===== src/rtl/hp_event_scheduler.sv =====
// hp_event_scheduler
//   Owns the player HP register and serialises every change to it. N_REQ
//   hit/poison/heal requesters share one update path through round-robin
//   arbitration. A damage hit arms an invulnerability cooldown paced by tick_i,
//   and reaching zero HP can park the block in a DEAD state until the stage
//   ROM reloads HP.
//
// Ports
//   clk_i             system clock
//   reset_i           asynchronous active-high reset
//   tick_i            centi-second enable pulse, paces the cooldown
//   req_i             per-requester request, held until granted
//   req_amount_i      amount for requester k in [k*AMT_WIDTH +: AMT_WIDTH]
//   req_is_heal_i     per-requester type: 1 = heal, 0 = damage
//   grant_o           one-hot, one-cycle acceptance pulse
//   load_hp_i         load HP from the stage ROM (highest priority)
//   load_value_i      HP value to load
//   hp_max_i          saturation ceiling for heals and loads
//   sensitivity_i     cooldown length in ticks after a damage hit
//   reset_when_dead_i enables the DEAD state
//   hp_current_o      registered HP
//   is_player_dead_o  registered death flag
//   invuln_active_o   cooldown counter is nonzero
//   busy_o            high while applying an update or dead
module hp_event_scheduler #(
  parameter int N_REQ     = 4,
  parameter int HP_WIDTH  = 10,
  parameter int AMT_WIDTH = 8
) (
  input  logic                       clk_i,
  input  logic                       reset_i,
  input  logic                       tick_i,
  input  logic [N_REQ-1:0]           req_i,
  input  logic [N_REQ*AMT_WIDTH-1:0] req_amount_i,
  input  logic [N_REQ-1:0]           req_is_heal_i,
  output logic [N_REQ-1:0]           grant_o,
  input  logic                       load_hp_i,
  input  logic [HP_WIDTH-1:0]        load_value_i,
  input  logic [HP_WIDTH-1:0]        hp_max_i,
  input  logic [6:0]                 sensitivity_i,
  input  logic                       reset_when_dead_i,
  output logic [HP_WIDTH-1:0]        hp_current_o,
  output logic                       is_player_dead_o,
  output logic                       invuln_active_o,
  output logic                       busy_o
);

  localparam int IDX_W = (N_REQ > 1) ? $clog2(N_REQ) : 1;

  typedef enum logic [1:0] {IDLE, APPLY, DEAD} state_t;

  state_t                 state_q, state_d;
  logic [HP_WIDTH-1:0]    hp_q, hp_d;
  logic [N_REQ-1:0]       grant_q, grant_d;
  logic                   dead_q, dead_d;
  logic [6:0]             cd_q, cd_d;
  logic [IDX_W-1:0]       rr_q, rr_d;
  logic [AMT_WIDTH-1:0]   amt_q, amt_d;
  logic                   heal_q, heal_d;

  // Per-requester eligibility and amount slices.
  logic [N_REQ-1:0]       elig;
  logic [AMT_WIDTH-1:0]   amt_arr [N_REQ];
  logic                   cd_zero;

  assign cd_zero = (cd_q == 7'd0);

  for (genvar gi = 0; gi < N_REQ; gi++) begin : g_req
    // Heals bypass the cooldown; damage waits for it to expire.
    assign elig[gi]    = req_i[gi] & (req_is_heal_i[gi] | cd_zero);
    assign amt_arr[gi] = req_amount_i[gi*AMT_WIDTH +: AMT_WIDTH];
  end

  // Round-robin search starting at rr_q, wrapping at N_REQ.
  logic             found;
  logic [IDX_W-1:0] pick;
  logic [IDX_W:0]   cand;

  always_comb begin
    found = 1'b0;
    pick  = '0;
    cand  = '0;
    for (int i = 0; i < N_REQ; i++) begin
      cand = {1'b0, rr_q} + (IDX_W+1)'(i);
      if (cand >= (IDX_W+1)'(N_REQ)) cand = cand - (IDX_W+1)'(N_REQ);
      if (!found && elig[cand[IDX_W-1:0]]) begin
        found = 1'b1;
        pick  = cand[IDX_W-1:0];
      end
    end
  end

  // Arithmetic is one bit wider than HP so neither heal nor damage wraps.
  logic [HP_WIDTH:0]   hp_ext, amt_ext, heal_sum, dmg_diff;
  logic [HP_WIDTH-1:0] heal_res, dmg_res, load_res;

  assign hp_ext   = {1'b0, hp_q};
  assign amt_ext  = {{(HP_WIDTH+1-AMT_WIDTH){1'b0}}, amt_q};
  assign heal_sum = hp_ext + amt_ext;
  assign dmg_diff = hp_ext - amt_ext;
  assign heal_res = (heal_sum > {1'b0, hp_max_i}) ? hp_max_i : heal_sum[HP_WIDTH-1:0];
  assign dmg_res  = (hp_ext > amt_ext) ? dmg_diff[HP_WIDTH-1:0] : '0;
  assign load_res = (load_value_i < hp_max_i) ? load_value_i : hp_max_i;

  always_comb begin
    state_d = state_q;
    hp_d    = hp_q;
    grant_d = '0;
    dead_d  = dead_q;
    rr_d    = rr_q;
    amt_d   = amt_q;
    heal_d  = heal_q;
    cd_d    = (tick_i && !cd_zero) ? cd_q - 7'd1 : cd_q;

    if (load_hp_i) begin
      // Load wins over everything, including an operation already in APPLY.
      hp_d    = load_res;
      cd_d    = 7'd0;
      dead_d  = 1'b0;
      state_d = IDLE;
    end else begin
      unique case (state_q)
        IDLE: begin
          if (found) begin
            grant_d[pick] = 1'b1;
            amt_d         = amt_arr[pick];
            heal_d        = req_is_heal_i[pick];
            rr_d          = (pick == IDX_W'(N_REQ-1)) ? '0 : pick + IDX_W'(1);
            state_d       = APPLY;
          end
        end
        APPLY: begin
          state_d = IDLE;
          if (heal_q) begin
            hp_d = heal_res;
          end else begin
            // A zero-amount hit leaves HP and the cooldown alone; a reload
            // takes precedence over a tick in the same cycle.
            if (amt_q != '0) begin
              hp_d = dmg_res;
              cd_d = sensitivity_i;
            end
            if (dmg_res == '0 && reset_when_dead_i) begin
              state_d = DEAD;
              dead_d  = 1'b1;
            end
          end
        end
        DEAD: begin
          state_d = DEAD;
        end
        default: state_d = IDLE;
      endcase
    end
  end

  always_ff @(posedge clk_i or posedge reset_i) begin
    if (reset_i) begin
      state_q <= IDLE;
      hp_q    <= '1;
      grant_q <= '0;
      dead_q  <= 1'b0;
      cd_q    <= 7'd0;
      rr_q    <= '0;
      amt_q   <= '0;
      heal_q  <= 1'b0;
    end else begin
      state_q <= state_d;
      hp_q    <= hp_d;
      grant_q <= grant_d;
      dead_q  <= dead_d;
      cd_q    <= cd_d;
      rr_q    <= rr_d;
      amt_q   <= amt_d;
      heal_q  <= heal_d;
    end
  end

  assign grant_o          = grant_q;
  assign hp_current_o     = hp_q;
  assign is_player_dead_o = dead_q;
  assign invuln_active_o  = !cd_zero;
  assign busy_o           = (state_q != IDLE);

endmodule

===== config.mk =====
export PLATFORM = sky130hd
export DESIGN_NAME = hp_event_scheduler
export DESIGN_NICKNAME = d
export VERILOG_FILES = /design/src/rtl/hp_event_scheduler.sv
export SDC_FILE = /design/constraint.sdc
export NUM_CORES = 1
export LEC_CHECK = 0
export ABC_AREA = 1
export ABC_CLOCK_PERIOD_IN_PS = 3100
export CAP_MARGIN = 40
export CORE_MARGIN = 8
export CORE_UTILIZATION = 45
export DETAILED_ROUTE_END_ITERATION = 8
export PLACE_DENSITY = 0.75
export SYNTH_ARGS = -nofsm -noshare
export SYNTH_HDL_FRONTEND = slang
export SYNTH_SLANG_ARGS = --single-unit

===== constraint.sdc =====
create_clock -name clk_i -period 3.1 [get_ports clk_i]
set_clock_uncertainty 0.05 [all_clocks]
set_input_delay 0.465 -clock clk_i [delete_from_list [all_inputs] [get_ports clk_i]]
set_output_delay 0.465 -clock clk_i [all_outputs]
set_load 0.005 [all_outputs]

==> impl_metrics.env, run 1 <==
export IMPL_status="complete, but fails checks"
export IMPL_failed_checks="setup timing"
export IMPL_synthArstFlopShare_pct=100.0
export IMPL_fp_row_count=34
export IMPL_antenna_found_initial=0
export IMPL_synth_seq_cells=35
export IMPL_tns_ns=-3.505
export IMPL_holdPathStages=2
export IMPL_core_area_mm2=0.008721
export IMPL_clkLatencyLatePin_ns=0.29
export IMPL_max_slew_margin_pct=48.63
export IMPL_min_period_over_period_pct=112.0
export IMPL_synthXorXnorAreaFrac_pct=2.379
export IMPL_nNetsFinal=834
export IMPL_tightest_slew_ns=0.7678
export IMPL_layout_commonest_cell="nand2_1"
export IMPL_numCtsBuffers=5
export IMPL_diodes=0
export IMPL_setup_ws_ns=-0.3731
export IMPL_routed_wl_mm=12.55
export IMPL_drive_gt1_share_pct=18.86
export IMPL_use_met3_pct=3.084
export IMPL_cts_sinks=35
export IMPL_die_y_um=110.9
export IMPL_whs_ns=0.4795
export IMPL_ys_seq_area_share_pct=21.94
export IMPL_syn_area_mm2=0.004049
export IMPL_worstSetupStartpointType="flop"
export IMPL_first_global_vias=4452
export IMPL_area_growth_pct=37.39
export IMPL_crit_type="reg2reg"
export IMPL_synth_top_family_by_area="simple AND/OR/NAND/NOR gates"
export IMPL_synth_compound_area_share_pct=13.38
export IMPL_grt_usage_pct=19.34
export IMPL_drc=0
export IMPL_start_util_pct=46.43
export IMPL_cp_max_fo=5
export IMPL_io_pins=89
export IMPL_layout_min_cycle_time_ns=3.473
export IMPL_syn_inst=600
export IMPL_yosysUniqueCellTypes=43
export IMPL_io_buffers=88
export IMPL_drtIter0Drc=182
export IMPL_syn_nets=714
export IMPL_cts_buffer_depth=2
export IMPL_synth_fa_ha_area_share_pct=13.35
export IMPL_finalSetupViolations=10
export IMPL_crit_path_end_kind="flop"
export IMPL_reg2reg_depth=24
export IMPL_synth_simple_gate_area_share_pct=37.36
export IMPL_dpl_hpwl_mm=10.26
export IMPL_die_area_mm2=0.01229
export IMPL_maxSlewViolCount=0
export IMPL_vias=4463
export IMPL_hold_path_class="reg2reg"
export IMPL_routabilityCongestion=0.9362
export IMPL_grt_pass1_wl_mm=20.48
export IMPL_busiest_layer="met2"
export IMPL_hold_viol=0
export IMPL_grt_use_met2_pct=35.17
export IMPL_rsz0062_at_grt="yes"
export IMPL_use_met1_pct=22.73
export IMPL_grt_max_degree=36
export IMPL_maxCapViolCount=0
export IMPL_pre_cts_slack_ns=-0.2693
export IMPL_ys_warn_count=0
export IMPL_fill_cells=772
export IMPL_postSynthAreaPerCell_um2=6.748
export IMPL_grt_ovfl_total=0
export IMPL_die_width_um=110.9
export IMPL_clk_pin_slew_ns=0.08
export IMPL_final_cell_mix="108 x nand2_1, 88 x clkdlybuf4s50_1, 81 x inv_1"
export IMPL_clockRootBuffer="clkbuf_8"
export IMPL_cts_hold_buf=0
export IMPL_synth_flop_cell="dfrtp_1"
export IMPL_routedWlPerCell_um=15.14
export IMPL_ant_nets=0
export IMPL_htreeDepth=2
export IMPL_vias_per_cell=5.384
export IMPL_synthMuxAreaShare_pct=0
export IMPL_fmax_mhz=287.9
export IMPL_worstPathArrival_ns=3.64
export IMPL_cts_tree="yes"
export IMPL_cp_required_ns=3.27
export IMPL_synth_edf_count=0
export IMPL_drtPass1Iterations=5
==> critical path, stage by stage, from the launching register on <==
cell	delay [ns]
dfstp_2	0.56
ha_4	0.15
inv_4	0.03
fa_2	0.33
nor2_1	0.11
o21ai_1	0.06
nand2_1	0.10
a21oi_2	0.07
o21ai_2	0.15
xor2_1	0.22
inv_1	0.11
ha_4	0.26
nand2_4	0.07
nor2_4	0.04
nor2_2	0.10
nand3_1	0.08
nand2_1	0.06
nand2_1	0.05
nand2_1	0.10
nand2_2	0.08
nand2_4	0.12
nand2_2	0.12
nand2_1	0.10
nand3_1	0.08
a21oi_1	0.19
==> metrics by stage <==
step	util, %	area (um^2)	instances
global route	63.79	5563	829
floorplan	-	4079	600
CTS	62.27	5430	826
global placement	60.60	5285	818
detailed placement	60.60	5285	818
finish	63.79	5563	829
==> flip-flops by register name, summed over array words and instances, names as in the netlist <==
| signal | flops |
|---|---|
| hp_current_o | 10 |
| amt_q | 8 |
| cd_q | 7 |
| grant_o | 4 |
| rr_q | 2 |
| state_q | 2 |
| heal_q | 1 |
| is_player_dead_o | 1 |
==> metal layers <==
metal	up-vias	share of wire, %
met2	151	50
met5	-	0
met3	15	5.5
met4	0	1.6
li1	2232	-
met1	2065	43
==> kinds of logic after synthesis <==
| logic type | Yosys count |
|---|---|
| buffers and inverters | 109 |
| flip-flops | 35 |
| AND/OR/NAND/NOR | 306 |
| XOR/XNOR | 11 |
| AO/OA/AOI/OAI | 97 |
| adder cells (fa/ha/maj) | 42 |
==> synthesized netlist by cell type (11+ instances only) <==
| library cell | instances | share of area, % |
|---|---|---|
| a21oi_1 | 45 | 5.6 |
| dfrtp_1 | 25 | 15 |
| ha_1 | 40 | 12 |
| inv_1 | 83 | 7.7 |
| nand2_1 | 113 | 10 |
| nand3_1 | 81 | 10 |
| nand3_2 | 18 | 4.4 |
| nand4_1 | 11 | 1.7 |
| nor2_1 | 46 | 4.3 |
| o21ai_0 | 34 | 4.2 |
==> final timing paths <==
| check | start | end | slack [ns] |
|---|---|---|---|
| worst min register to register | is_player_dead_o | is_player_dead_o | 0.48 |
| worst min-delay path | is_player_dead_o | is_player_dead_o | 0.48 |
| worst max register to register | hp_current_o[0] | hp_current_o[3] | -0.37 |
| max in group asynchronous | reset_i | hp_current_o[6] | 2.14 |
| worst max-delay path | hp_current_o[0] | hp_current_o[3] | -0.37 |
| min in group asynchronous | reset_i | cd_q[2] | 0.52 |
==> timing repair <==
item	in CTS	in global routing
resized for setup	5	24
endpoints found under the hold margin	0	0
setup endpoints to repair	10	12
setup buffers	0	1
pin swaps	10	21
cloned	0	2
==> area by class of cell <==
cell class	instances	area [um^2]	area share [%]
repair buffers	134	1256	22.58
clock buffers	6	82.58	1.484
well taps	108	135.1	2.429
inverters	87	329.1	5.915
multi-input cells	457	2833	50.92
clock inverters	2	38.79	0.6973
flip-flops and latches	35	888.4	15.97
Power of run 1 is not shown: default switching activity piles up to over one toggle a cycle in this logic, so the estimate is an artifact.
==> inputs of run 2 (changes only) <==
ABC_CLOCK_PERIOD_IN_PS = 3500   (was 3100)
PLACE_DENSITY = 0.72   (was 0.75)
REMOVE_ABC_BUFFERS = 1   (was not set)
clock period = 3.5 ns   (was 3.1 ns; I/O delays follow)
==> run 2 against run 1 <==
Effect of this change:
- the run still ends with setup timing left
- sequential share of layout area increased by 0.72 points
- design area decreased by 4.3%
- cell count decreased by 3.4%
- via count decreased by 2.0%
- critical path depth decreased by 2
- count of clock-buffer cells in the layout decreased by 1
- global-route usage decreased by 0.42 points
- worst setup slack improved by 0.36 ns
- register-to-register slack improved by 0.36 ns
- critical endpoint unchanged
- largest cell class unchanged
==> impl_metrics.env, run 2 (same netlist as run 1, synthesis figures left out) <==
export IMPL_status="complete, but fails checks"
export IMPL_failed_checks="setup timing"
export IMPL_io_pins=89
export IMPL_cts_sinks=35
export IMPL_worstSetupStartpointType="flop"
export IMPL_cp_max_fo=8
export IMPL_whs_ns=0.4220
export IMPL_layout_min_cycle_time_ns=3.513
export IMPL_maxSlewViolCount=0
export IMPL_grt_ovfl_total=0
export IMPL_setup_ws_ns=-0.01349
export IMPL_largest_reg_flops=10
export IMPL_tightest_slew_ns=0.9126
export IMPL_finalSetupViolations=1
export IMPL_dpl_hpwl_mm=9.852
export IMPL_vias=4373
export IMPL_final_cell_mix="107 x nand2_1, 88 x clkdlybuf4s50_1, 81 x inv_1"
export IMPL_core_area_mm2=0.008721
export IMPL_drive_gt1_share_pct=15.73
export IMPL_first_global_vias=4287
export IMPL_max_slew_margin_pct=38.93
export IMPL_cts_buffer_depth=2
export IMPL_die_area_mm2=0.01229
export IMPL_grt_usage_pct=18.93
export IMPL_ff_latch_area_um2=888.4
export IMPL_fill_cells=819
export IMPL_rsz0062_at_grt="yes"
export IMPL_clockRootBuffer="clkbuf_8"
export IMPL_worstPathArrival_ns=3.69
export IMPL_cp_required_ns=3.67
export IMPL_die_width_um=110.9
export IMPL_fmax_mhz=284.6
export IMPL_hold_viol=0
export IMPL_antenna_found_initial=0
export IMPL_routedWlPerCell_um=15.41
export IMPL_diodes=0
export IMPL_drtIter0Drc=190
export IMPL_layout_commonest_cell="nand2_1"
export IMPL_start_util_pct=46.43
export IMPL_routed_wl_mm=12.35
export IMPL_die_y_um=110.9
export IMPL_drc=0
export IMPL_crit_type="reg2reg"
export IMPL_nNetsFinal=806
export IMPL_clkLatencyLatePin_ns=0.29
export IMPL_grt_pass1_wl_mm=19.96
export IMPL_fp_row_count=34
export IMPL_drtPass1Iterations=5
export IMPL_numCtsBuffers=5
export IMPL_cts_hold_buf=0
export IMPL_multiInputGateArea_mm2=0.002836
export IMPL_area_growth_pct=31.46
export IMPL_routabilityCongestion=0.9229
export IMPL_htreeDepth=2
export IMPL_grt_max_degree=23
export IMPL_vias_per_cell=5.459
export IMPL_io_buffers=88
export IMPL_maxCapViolCount=0
export IMPL_ant_nets=0
export IMPL_cts_tree="yes"
export IMPL_clk_pin_slew_ns=0.09
export IMPL_crit_path_end_kind="flop"
export IMPL_min_period_over_period_pct=100.4
export IMPL_hold_path_class="in2async"
==> run 2: area by class of cell <==
cell class              count  share of cell area [%]
clock buffers               5                   1.293
clock inverters             3                  0.4466
inverters                  87                   6.135
multi-input cells         457                   53.29
flip-flops and latches     35                   16.69
well taps                 108                   2.539
repair buffers            106                   19.61
==> run 2: per-stage QoR <==
| stage | worst slack (ns) | std cells | setup TNS (ns) | util [%] | instance area, um^2 |
|---|---|---|---|---|---|
| finish | -0.01349 | 801 | -0.01349 | 61.03 | 5323 |
| global route | -0.2279 | 801 | -1.927 | 61.03 | 5323 |
| CTS | 0.04054 | 798 | 0 | 59.31 | 5172 |
| detailed placement | -0.1353 | 790 | -0.8133 | 58.05 | 5062 |
| global placement | 0.01910 | 789 | 0 | 57.73 | 5035 |
| floorplan | 0.05059 | 578 | 0 | - | 3906 |
==> run 2: final timing paths <==
kind | from | cells after the start | to | slack, ns
min in group clk_i | is_player_dead_o | 2 | is_player_dead_o | 0.48
worst max register to register | amt_q[2] | 22 | hp_current_o[3] | -0.01
worst min-delay path | reset_i | 2 | cd_q[6] | 0.42
worst max-delay path | amt_q[2] | 22 | hp_current_o[3] | -0.01
max in group asynchronous | reset_i | 4 | hp_current_o[9] | 2.28
worst min register to register | is_player_dead_o | 2 | is_player_dead_o | 0.48
==> run 2: per-layer routing <==
layer / vias to the layer above / wire [um] / track usage, % / part of all wire, %
met4: 0 / 246 / 6.757 / 2.0
li1: 2172 / - / - / -
met3: 24 / 662 / 3.571 / 5.4
met5: - / 0 / 0 / 0
met2: 147 / 6164 / 32.79 / 50
met1: 2030 / 5272 / 22.64 / 43
==> run 2: repair_timing <==
item | 4_1_cts | 5_1_grt
gates resized for setup | 6 | 34
pin swaps | 1 | 23
gates cloned | 0 | 2
buffers inserted | 0 | 1
hold endpoints to repair | 0 | 0
endpoints found under the setup margin | 10 | 10
==> run 2: worst max-delay path, stage by stage, from the launching register on <==
cell and delay [ns]:
dfrtp_1 0.40, inv_1 0.06, ha_2 0.43, inv_1 0.09
a21oi_1 0.24, o21bai_1 0.14, a21o_1 0.18, xor2_1 0.29
inv_1 0.08, ha_1 0.33, nand2_4 0.06, inv_2 0.05
nand4_1 0.09, nand3_1 0.09, nand2_1 0.05, nand2_1 0.05
nand2_1 0.06, nand2_2 0.08, nand2_4 0.09, buf_6 0.15
nand3_1 0.08, nand3_2 0.10, a21oi_2 0.19
Power of run 2 is left out for the same reason.
